$ cat src/rtl/anim_frame_sequencer.sv
// anim_frame_sequencer: frame index sequencer for the 7-segment animation engine.
// Holds the last-frame table, divides clk into frame ticks, steps the frame index.
//
// Ports:
//   clk, reset    - system clock, synchronous active-high reset
//   ena           - 1 = prescaler and frame advance run
//   tick_div      - frame period is tick_div+1 clk cycles
//   animation     - requested animation index
//   mode          - 00 loop, 01 ping-pong, 10 one-shot, 11 pause
//   restart       - 1-cycle pulse, rewinds the current animation
//   animation_q   - animation currently playing
//   limit         - last frame index of animation_q
//   frame         - current frame index, 0..limit
//   frame_strobe  - high in the cycle frame holds a new value
//   done          - sticky one-shot completion flag
module anim_frame_sequencer #(
    parameter int ANI_W      = 6,
    parameter int FRAME_W    = 5,
    parameter int PRESCALE_W = 24
) (
    input  logic                  clk,
    input  logic                  reset,
    input  logic                  ena,
    input  logic [PRESCALE_W-1:0] tick_div,
    input  logic [ANI_W-1:0]      animation,
    input  logic [1:0]            mode,
    input  logic                  restart,
    output logic [ANI_W-1:0]      animation_q,
    output logic [FRAME_W-1:0]    limit,
    output logic [FRAME_W-1:0]    frame,
    output logic                  frame_strobe,
    output logic                  done
);

    localparam logic [1:0] MODE_LOOP  = 2'b00;
    localparam logic [1:0] MODE_PING  = 2'b01;
    localparam logic [1:0] MODE_ONE   = 2'b10;
    localparam logic [1:0] MODE_PAUSE = 2'b11;

    typedef enum logic {
        DIR_UP = 1'b0,
        DIR_DN = 1'b1
    } dir_e;

    // Last-frame table, indexed by animation number.
    function automatic logic [FRAME_W-1:0] lut_limit(
        input logic [ANI_W-1:0] a
    );
        int unsigned idx;
        logic [4:0]  r;
        idx = 32'(a);
        case (idx) inside
            0:        r = 5'd9;
            1:        r = 5'd11;
            [2:6]:    r = 5'd5;
            7:        r = 5'd1;
            [8:9]:    r = 5'd3;
            [10:14]:  r = 5'd1;
            15:       r = 5'd3;
            16:       r = 5'd4;
            17:       r = 5'd1;
            [18:22]:  r = 5'd6;
            23:       r = 5'd3;
            [24:27]:  r = 5'd15;
            28:       r = 5'd31;
            29:       r = 5'd3;
            30:       r = 5'd10;
            31:       r = 5'd31;
            32:       r = 5'd4;
            33:       r = 5'd8;
            default:  r = 5'd0;
        endcase
        return FRAME_W'(r);
    endfunction

    logic [ANI_W-1:0]      animation_d;
    logic [FRAME_W-1:0]    limit_q, limit_d;
    logic [FRAME_W-1:0]    frame_q, frame_d;
    logic [PRESCALE_W-1:0] cnt_q, cnt_d;
    dir_e                  dir_q, dir_d;
    logic                  done_q, done_d;
    logic                  strobe_q, strobe_d;
    logic [ANI_W-1:0]      ani_q;

    logic change;
    logic run;
    logic tick;

    assign change = (animation != ani_q) || restart;
    assign run    = ena && (mode != MODE_PAUSE);
    // >= rather than == so a tick_div lowered below the running
    // count still produces a tick and wraps the count.
    assign tick   = run && (cnt_q >= tick_div);

    always_comb begin
        animation_d = ani_q;
        limit_d     = limit_q;
        frame_d     = frame_q;
        cnt_d       = cnt_q;
        dir_d       = dir_q;
        done_d      = done_q;
        strobe_d    = 1'b0;

        if (change) begin
            animation_d = animation;
            limit_d     = lut_limit(animation);
            frame_d     = '0;
            cnt_d       = '0;
            dir_d       = DIR_UP;
            done_d      = 1'b0;
        end else begin
            if (run) begin
                cnt_d = tick ? '0 : cnt_q + PRESCALE_W'(1);
            end

            if (tick) begin
                case (mode)
                    MODE_LOOP: begin
                        strobe_d = 1'b1;
                        frame_d  = (frame_q == limit_q) ? '0
                                 : frame_q + FRAME_W'(1);
                    end
                    MODE_PING: begin
                        strobe_d = 1'b1;
                        if (limit_q == '0) begin
                            frame_d = '0;
                            dir_d   = DIR_UP;
                        end else if (dir_q == DIR_UP) begin
                            if (frame_q == limit_q) begin
                                dir_d   = DIR_DN;
                                frame_d = frame_q - FRAME_W'(1);
                            end else begin
                                frame_d = frame_q + FRAME_W'(1);
                            end
                        end else begin
                            if (frame_q == '0) begin
                                dir_d   = DIR_UP;
                                frame_d = frame_q + FRAME_W'(1);
                            end else begin
                                frame_d = frame_q - FRAME_W'(1);
                            end
                        end
                    end
                    MODE_ONE: begin
                        if (frame_q < limit_q) begin
                            strobe_d = 1'b1;
                            frame_d  = frame_q + FRAME_W'(1);
                            if (frame_d == limit_q) begin
                                done_d = 1'b1;
                            end
                        end else begin
                            done_d = 1'b1;
                        end
                    end
                    MODE_PAUSE: begin
                        frame_d = frame_q;
                    end
                    default: begin
                        frame_d = frame_q;
                    end
                endcase
            end

            // Only ping-pong uses a downward direction; pause keeps
            // done so a finished one-shot stays visible while paused.
            if (mode != MODE_PING) begin
                dir_d = DIR_UP;
            end
            if ((mode == MODE_LOOP) || (mode == MODE_PING)) begin
                done_d = 1'b0;
            end
        end
    end

    always_ff @(posedge clk) begin
        if (reset) begin
            ani_q    <= '0;
            limit_q  <= lut_limit('0);
            frame_q  <= '0;
            cnt_q    <= '0;
            dir_q    <= DIR_UP;
            done_q   <= 1'b0;
            strobe_q <= 1'b0;
        end else begin
            ani_q    <= animation_d;
            limit_q  <= limit_d;
            frame_q  <= frame_d;
            cnt_q    <= cnt_d;
            dir_q    <= dir_d;
            done_q   <= done_d;
            strobe_q <= strobe_d;
        end
    end

    assign animation_q  = ani_q;
    assign limit        = limit_q;
    assign frame        = frame_q;
    assign frame_strobe = strobe_q;
    assign done         = done_q;

endmodule

$ cat config.mk
export PLATFORM = sky130hd
export DESIGN_NAME = anim_frame_sequencer
export DESIGN_NICKNAME = d
export VERILOG_FILES = /design/src/rtl/anim_frame_sequencer.sv
export SDC_FILE = /design/constraint.sdc
export NUM_CORES = 1
export LEC_CHECK = 0
export ABC_AREA = 1
export BUFFER_PORTS_ARGS = -buffer_cell sky130_fd_sc_hd__buf_2
export CORE_MARGIN = 2
export CORE_UTILIZATION = 45
export CTS_BUF_LIST = sky130_fd_sc_hd__clkbuf_8
export DETAILED_ROUTE_END_ITERATION = 10
export GPL_ROUTABILITY_DRIVEN = 0
export GPL_TIMING_DRIVEN = 0
export PLACE_DENSITY_LB_ADDON = 0.2
export RECOVER_POWER = 25
export SYNTH_ARGS = -nofsm -noshare
export SYNTH_HDL_FRONTEND = slang
export SYNTH_SLANG_ARGS = --single-unit
$ cat constraint.sdc
create_clock -name clk -period 1.83 [get_ports clk]
set_input_delay 0.0915 -clock clk [delete_from_list [all_inputs] [get_ports clk]]
set_output_delay 0.0915 -clock clk [all_outputs]
set_load 0.005 [all_outputs]
==> run summary, run 1 <==
WP depth -> 12
syn_nets -> 615
total power -> 2.15 mW
endpoint type of the worst setup path -> flip-flop
I/O pin total -> 54
design area -> 4770 um2
Avg Cell Area, Syn -> 6.46 um2
port buffer count -> 50
R2R depth -> 12
total number of vias -> 3770
Adder-Cell Fraction of Synth Area -> 12.8%
status -> finished, violations left
Placed Cells -> 695
Hold Fails Final Rpt -> 0
failing checks -> negative setup slack
drt via density -> 5.12
kind of critical path -> flip-flop to flip-flop
Startpoint Class -> flip-flop
post-route ant nets -> 0
Worst-path clk slew -> 0.09 ns
CP delay by family, top -> simple AND/OR/NAND/NOR gates
fin util -> 62.4%
H-Tree Depth -> 2
HPWL after detailed placement -> 6.44 mm
share of cells above drive strength 1 -> 29.8%
simple logic cell fraction of the synthesized area -> 35.6%
DRC Markers -> 0
fmax -> 508 MHz
Core Region -> 7650 um2
vias in the first global route -> 3395
CP cell instances -> buf_6, nand2_4, nor2_4, nand2_2, nor3_4, nand3_4, nor3_4, buf_4, nand3_1, nand2_1, nand2_1, nor2_2
Post-synth top flop -> dfxtp_1
post-route setup slack -> -0.140 ns
worst r2r src -> cnt_q[3]
TritonRoute pass-1 iters -> 5
RSZ-0062 raised after global routing -> yes
mean routed wirelength per cell -> 12.8 um
slowest cell on the critical path -> dfxtp_4
largest family of logic cells by synthesized area -> simple AND/OR/NAND/NOR gates
initial antenna violation count -> 0
Netlist Area Pre-Place -> 3510 um2
total CTS buffers -> 5
total grt overflow -> 0
ant diodes -> 0
CTS Sinks -> 43
Syn-to-layout area delta -> 36.1%
die width -> 92.3 um
mux cell area share after synthesis -> 0%
Post-synth EDFFs -> 0
min cycle time layout -> 1.97 ns
VDD IR max -> 0.332 mV
root buf cell -> clkbuf_8
Max Cap Viol -> 0
CTS tree -> yes
fin cells -> 737
setup violators final -> 31
pre-CTS setup slack -> -0.291 ns
ys async rst share -> 0%
Crit Reg-Reg Endpoint -> cnt_q[20]
skew final -> 0.0101 ns
P_leak -> 2.28 nW
pwr/cell area -> 451 nW/um2
Critical path origin -> cnt_q[3]
initial DRC count -> 162
Clock Tree Buf Depth -> 2
Worst Path Max Fanout -> 4
gr usage total -> 20.6%
row count -> 32
Distinct cells, synth -> 39
Synth Area in Compound Gates -> 9.59%
Pins Over Slew Limit -> 0
slack of the worst reg-to-reg path -> -0.14 ns
setup TNS -> -2.04 ns
DP Area -> 3890 um2
Post-Synth XOR/XNOR Area -> 5.24%
max-slew headroom at the worst pin -> 71.1%
Gate Count Post-Synth -> 543
Tightest Pin Transition -> 0.431 ns
Die Area -> 8520 um2
Crit path buffers/inverters -> 2
first-pass GRT wire length -> 14.5 mm
Worst Setup EP -> cnt_q[20]
Worst EP required -> 2.06 ns
Initial Util -> 45.9%
slowest cell delay on critical path -> 0.37 ns
WHS -> 0.101 ns
period utilization -> 108%
Clk Latency, worst-skew pair -> 0.30 ns
largest net degree at the start of global routing -> 14
die height -> 92.3 um
yosys warns -> 0
Post-Route WL -> 9.41 mm
nets -> 706
post-synthesis register bit count -> 43
worst endpoint data arrival time -> 2.20 ns
sequential area share after synthesis -> 24.5%
hold crit path type -> input pin to flip-flop
==> what timing repair did <==
action / in CTS / in global routing
hold buffers: 0 / 0
pin swaps: 27 / 33
setup endpoints to repair: 30 / 31
gates resized for setup: 39 / 76
buffers inserted: 10 / 22
gates cloned: 2 / 1
==> placed cells by master, fill, tap and decap left out, drive strengths merged, types with 2 or more instances in the layout <==
master	n
nor2	80
inv	98
nand4	18
nand3b	2
dfxtp	43
xnor2	6
xor2	15
nand3	30
buf	84
o21bai	2
o211ai	4
nor3	14
clkbuf	11
bufinv	2
nor4	3
ha	36
nor3b	3
o21ai	18
a21o	2
nand2	130
a21oi	25
==> where the power goes <==
group,internal [mW],leakage [nW],total (mW),switching [mW]
logic,0.130,1.84,0.335,0.205
registers,0.931,0.365,0.943,0.0119
clock network,0.540,0.0695,0.874,0.334
==> area by class of cell <==
class	count	area (um2)
repair buffers	83	528
clock buffers	5	68.8
inverters	98	368
plain buffers	7	55.1
well taps	102	128
clock inverters	3	63.8
multi-input cells	396	2640
fillers	699	2870
flip-flops and latches	43	925
==> sequential cells by signal (all words and copies together) (netlist names) <==
| register | count |
|---|---|
| dir_q | 1 |
| animation_q | 6 |
| done | 1 |
| cnt_q | 24 |
| frame_strobe | 1 |
| limit | 5 |
| frame | 5 |
==> worst register-to-register path, delay by kind of cell (launching register included) <==
kind,cells,cell delay [ns]
buffers and inverters,2,0.27
DFF,1,0.37
and+or+nand+nor,10,1.26
==> layer usage <==
metal | up-vias | global-route usage [%] | part of all wire (%)
li1 | 1920 | - | -
met1 | 1696 | 24.4 | 41
met2 | 130 | 37.9 | 52
met3 | 24 | 3.42 | 4.4
met4 | 0 | 6.72 | 2.2
met5 | - | 0 | 0
==> cell usage after synthesis, types with 2 or more instances <==
library cell	number	area share, %
nand2_1	127	14
inv_1	96	10
nor2_1	77	8.2
dfxtp_1	43	25
ha_1	36	13
nand3_1	28	4.0
a21oi_1	23	3.3
nand4_1	18	3.2
o21ai_0	18	2.6
xor2_1	15	3.7
nor3_1	12	1.7
xnor2_1	6	1.5
buf_6	4	1.3
o211ai_1	4	0.86
nor3b_1	3	0.64
a21o_1	2	0.43
a21oi_2	2	0.50
buf_2	2	0.29
nand2_2	2	0.36
nand3b_1	2	0.43
nor2_4	2	0.64
nor3_4	2	0.93
nor4_1	2	0.36
o21bai_1	2	0.43
==> worst min-delay path by stage <==
| stage | startpoint | to | slack [ns] | cells after the start |
|---|---|---|---|---|
| floorplan | animation[4] | animation_q[4] | 0.22 | 2 |
| global placement | reset | animation_q[0] | 0.41 | 2 |
| detailed placement | reset | animation_q[0] | 0.41 | 2 |
| CTS | reset | animation_q[0] | 0.09 | 2 |
| global route | reset | animation_q[2] | 0.09 | 2 |
| finish | reset | animation_q[0] | 0.10 | 2 |
==> kinds of logic (layout without fill, tap and decap cells) <==
kind of cell,after synthesis,count (layout)
and+or+nand+nor,280,281
buffers and inverters,105,196
AOI/OAI and AO/OA,58,58
DFF,43,43
adders and majority gates,36,36
xor gates and xnor gates,21,21
Power figures use the tool's default switching activity.
==> run 2, diff against run 1 <==
- REMOVE_ABC_BUFFERS: default -> 1
==> run summary, run 2 (synthesis gave the netlist of run 1 again) <==
Die Area -> 8520 um2
Worst EP required -> 2.05 ns
setup violators final -> 31
drt via density -> 5.16
H-Tree Depth -> 2
# fillers -> 715
CP cell instances -> ha_1, nand2_2, inv_2, nand4_1, inv_1, nand2_1, nand4_1, nand2_2, buf_6, nand2_8, nor3b_2
Tightest Pin Transition -> 0.414 ns
ant diodes -> 0
Clk Latency, worst-skew pair -> 0.30 ns
CTS tree -> yes
post-route setup slack -> -0.121 ns
pre-CTS setup slack -> -0.267 ns
CTS Sinks -> 43
row count -> 32
status -> finished, violations left
first-pass GRT wire length -> 15.0 mm
total number of vias -> 3786
fin cells -> 734
Switching Share -> 25.7%
Pins Over Slew Limit -> 0
total grt overflow -> 0
initial antenna violation count -> 0
slowest cell delay on critical path -> 0.36 ns
Int Pwr -> 1.61 mW
TritonRoute pass-1 iters -> 5
VDD IR max -> 0.278 mV
largest net degree at the start of global routing -> 15
Hold Fails Final Rpt -> 0
DP Area -> 3840 um2
Max Cap Viol -> 0
max-slew headroom at the worst pin -> 72.2%
gr usage total -> 21.3%
RSZ-0062 raised after global routing -> yes
CTS Hold Bufs -> 0
DRC Markers -> 0
clock network power share -> 40.8%
vias in the first global route -> 3506
Core Region -> 7650 um2
min cycle time layout -> 1.95 ns
most frequent cells in the layout -> nand2_1 (117), inv_1 (95), nor2_1 (67)
Largest register FFs -> 24
Clock Tree Buf Depth -> 2
nets -> 703
Psw -> 0.556 mW
endpoint type of the worst setup path -> flip-flop
die height -> 92.3 um
CP delay by family, top -> simple AND/OR/NAND/NOR gates
Syn-to-layout area delta -> 35.0%
design area -> 4740 um2
Top reg by flops -> cnt_q
Seq pwr share -> 43.8%
P_leak -> 2.23 nW
I/O pin total -> 54
Startpoint Class -> flip-flop
hold crit path type -> input pin to flip-flop
Post-Route WL -> 9.63 mm
die width -> 92.3 um
fin util -> 61.9%
Initial Util -> 45.9%
Placed Cells -> 691
Worst Path Max Fanout -> 6
combinational share of power -> 15.4%
root buf cell -> clkbuf_8
total CTS buffers -> 5
Worst-path clk slew -> 0.09 ns
WHS -> 0.0963 ns
HPWL after detailed placement -> 6.28 mm
Crit path buffers/inverters -> 3
initial DRC count -> 190
share of cells above drive strength 1 -> 27.7%
fmax -> 513 MHz
failing checks -> negative setup slack
worst endpoint data arrival time -> 2.17 ns
port buffer count -> 53
most common cell after layout, fill and taps aside -> nand2_1
slowest cell on the critical path -> dfxtp_4
post-route ant nets -> 0
mean routed wirelength per cell -> 13.1 um
kind of critical path -> flip-flop to flip-flop
period utilization -> 107%
pwr/cell area -> 456 nW/um2
skew final -> 0.00706 ns
run 2: layout make-up:
cell class / instances / area (um2) / share of cell area (%)
Multi-Input combinational cell: 399 / 2660 / 56.0
Sequential cell: 43 / 920 / 19.4
Tap cell: 102 / 128 / 2.69
Clock buffer: 5 / 68.8 / 1.45
Inverter: 98 / 368 / 7.77
Timing Repair Buffer: 84 / 534 / 11.3
Clock inverter: 3 / 63.8 / 1.35
run 2: final timing paths:
| path | startpoint | to | slack (ns) | cells past startpoint |
|---|---|---|---|---|
| max | cnt_q[18] | cnt_q[5] | -0.12 | 11 |
| min | reset | animation_q[2] | 0.1 | 2 |
| max reg2reg | cnt_q[18] | cnt_q[5] | -0.12 | 11 |
| min reg2reg | done | done | 0.46 | 2 |
run 2: power groups by stage:
stage | Sequential, mW | Combinational, mW | Clock (mW)
2_1_floorplan | 0.984 | 0.177 | 0
3_3_place_gp | 0.984 | 0.277 | 0
3_5_place_dp | 0.984 | 0.285 | 0
4_1_cts | 0.955 | 0.304 | 0.899
5_1_grt | 0.950 | 0.378 | 0.936
6_report | 0.946 | 0.334 | 0.882
run 2: through the flow:
| stage | total power, mW | setup TNS (ns) |
|---|---|---|
| floorplan | 1.16 | 0 |
| finish | 2.16 | -1.39 |
| detailed placement | 1.27 | -5.91 |
| global route | 2.26 | -4.84 |
| CTS | 2.16 | -0.795 |
| global placement | 1.26 | -4.71 |
run 2: repair_timing:
action                                  CTS  global route
endpoints found under the setup margin   30            35
pin swaps                                12            26
gates cloned                              2             2
gates resized for setup                  45            58
buffers inserted                         15            16
run 2: per-layer routing:
metal  wire [um]  up-vias  global-route usage (%)
li1            -     1919                       -
met1        4020     1751                    25.1
met2        5050      101                    40.9
met3         418       15                    2.93
met4         146        0                    4.35
met5           0        -                       0
==> run 3, diff against run 2 <==
- ABC_AREA: 1 -> 0
- HOLD_SLACK_MARGIN: default -> 0.02
==> run summary, run 3 <==
Post-Route WL -> 7.19 mm
total CTS buffers -> 5
mean routed wirelength per cell -> 13.7 um
Syn-to-layout area delta -> 18.9%
nets -> 517
M2 GR Usage -> 33.4%
total grt overflow -> 0
CTS tree -> yes
period utilization -> 113%
I/O pin total -> 54
CP cell instances -> ha_4, nand4_1, nor2_2, o2111ai_2, o211ai_1, buf_4, and3_4, mux2i_1, nor2_1
total power -> 1.90 mW
worst endpoint data arrival time -> 2.24 ns
slowest cell delay on critical path -> 0.36 ns
DRC Markers -> 0
endpoint type of the worst setup path -> flip-flop
failing checks -> negative setup slack
Max Cap Viol -> 0
Area contributors post-synth -> dfxtp_1 (28%), ha_1 (14%), nor2_1 (6.6%)
Placed Cells -> 509
leading area contributor after synthesis -> dfxtp_1
die width -> 87.3 um
post-route ant nets -> 0
CTS Sinks -> 43
row count -> 30
Worst EP required -> 2.01 ns
first-pass GRT wire length -> 12.0 mm
most numerous cell in the Yosys netlist -> nor2_1
post-route setup slack -> -0.231 ns
post-synthesis register bit count -> 43
min cycle time layout -> 2.06 ns
ys async rst share -> 0%
Post-synth top flop -> dfxtp_1
area share of the leading cell type in the synthesized netlist -> 27.6%
kind of critical path -> flip-flop to flip-flop
Netlist Area Pre-Place -> 3120 um2
HPWL after detailed placement -> 5.36 mm
Hold Fails Final Rpt -> 0
max-slew headroom at the worst pin -> 62.2%
Startpoint Class -> flip-flop
Avg Cell Area, Syn -> 7.98 um2
Clock Tree Buf Depth -> 2
share of cells above drive strength 1 -> 22.9%
Largest register FFs -> 24
fmax -> 485 MHz
Core Region -> 6760 um2
GRT busiest layer -> met2
Top reg by flops -> cnt_q
initial DRC count -> 219
Clk Latency, worst-skew pair -> 0.30 ns
Die Area -> 7620 um2
skew final -> 0.00658 ns
Initial Util -> 46.2%
setup violators final -> 32
fin cells -> 526
most frequent cells in the layout -> nor2_1 (53), buf_2 (51), inv_1 (37)
P_leak -> 1.70 nW
Worst-path clk slew -> 0.09 ns
largest net degree at the start of global routing -> 25
M1 GR Usage -> 25.3%
Gate Count Post-Synth -> 391
pwr/cell area -> 511 nW/um2
TritonRoute pass-1 iters -> 4
most common cell after layout, fill and taps aside -> nor2_1
VDD IR max -> 0.422 mV
sequential area share after synthesis -> 27.6%
hold crit path type -> input pin to flip-flop
yosys warns -> 0
H-Tree Depth -> 2
Pins Over Slew Limit -> 0
most common library cells after synthesis -> nor2_1 (55), dfxtp_1 (43), inv_1 (37)
root buf cell -> clkbuf_8
total number of vias -> 2852
status -> finished, violations left
ant diodes -> 0
Worst Path Max Fanout -> 6
Post-synth EDFFs -> 0
vias in the first global route -> 2693
port buffer count -> 53
slowest cell on the critical path -> dfxtp_4
drt via density -> 5.42
gr usage total -> 19.6%
met3 Use GR -> 3.89%
Distinct cells, synth -> 49
die height -> 87.3 um
RSZ-0062 raised after global routing -> yes
WHS -> 0.111 ns
initial antenna violation count -> 0
Tightest Pin Transition -> 0.565 ns
-- run 3: cell count changes after synthesis, moves of 7 or more --
cell,change
a211oi_1,+8
nand3_1,-20
nand2_1,-102
a21oi_1,-13
xor2_1,+7
nor2b_1,+8
nand4_1,-8
nor2_1,-22
and3_1,+12
xnor2_1,+10
inv_1,-59
-- run 3: final cells by class --
| class | count | area, um2 |
|---|---|---|
| timing repair buffer | 62 | 330 |
| multi-input combinational | 295 | 2150 |
| tap | 80 | 100 |
| clock buffer | 7 | 96.3 |
| sequential | 43 | 883 |
| fill | 670 | 3040 |
| clock inverter | 1 | 7.51 |
| inverter | 38 | 144 |
-- run 3: critical path: cells and delay by family (launching register included) --
kind	cells	cell delay (ns)
compound gates	2	0.28
flops	1	0.36
simple gates	4	0.69
fa+ha+maj	1	0.26
mux	1	0.19
buf+inv	1	0.16
-- run 3: path summary, 6_finish.rpt --
check	from	cells past startpoint	end	slack (ns)
max	cnt_q[15]	9	frame[2]	-0.23
min reg2reg	done	1	done	0.48
max reg2reg	cnt_q[15]	9	frame[2]	-0.23
min	animation[5]	2	animation_q[5]	0.11
-- run 3: power breakdown --
part           internal [mW]  switching [mW]
Sequential             0.943          0.0115
Clock                  0.344           0.341
Combinational          0.121           0.138
Total                   1.41           0.490
-- run 3: repair_timing --
item,in CTS,in global routing
endpoints found under the setup margin,32,32
hold buffers,0,0
resized for setup,27,12
pin swaps,10,10
setup buffers,9,0
-- run 3: kinds of logic after synthesis --
logic type	share of synthesized area (%)
AO/OA/AOI/OAI	15.7
buffers and inverters	7.57
XOR/XNOR	10.7
flip-flops	27.6
AND/OR/NAND/NOR	23.1
multiplexers	0.962
adder cells (fa/ha/maj)	14.4
-- run 3: through the flow --
step | TNS (ns) | util (%) | setup slack (ns) | cell area, um2
after detailed placement | -12.91 | 50.2 | -0.449 | 3390
after CTS | -4.63 | 54.2 | -0.242 | 3660
after floorplan | -1.48 | - | -0.148 | 3030
final | -4.36 | 54.9 | -0.231 | 3710
after global placement | -12.42 | 50.2 | -0.408 | 3390
after global routing | -9.26 | 54.9 | -0.400 | 3710
-- run 3: routing by layer --
metal	share of wire, %	wire (um)
met1	48	3480
met2	46	3300
met3	4.7	338
met4	1.0	72
met5	0	0
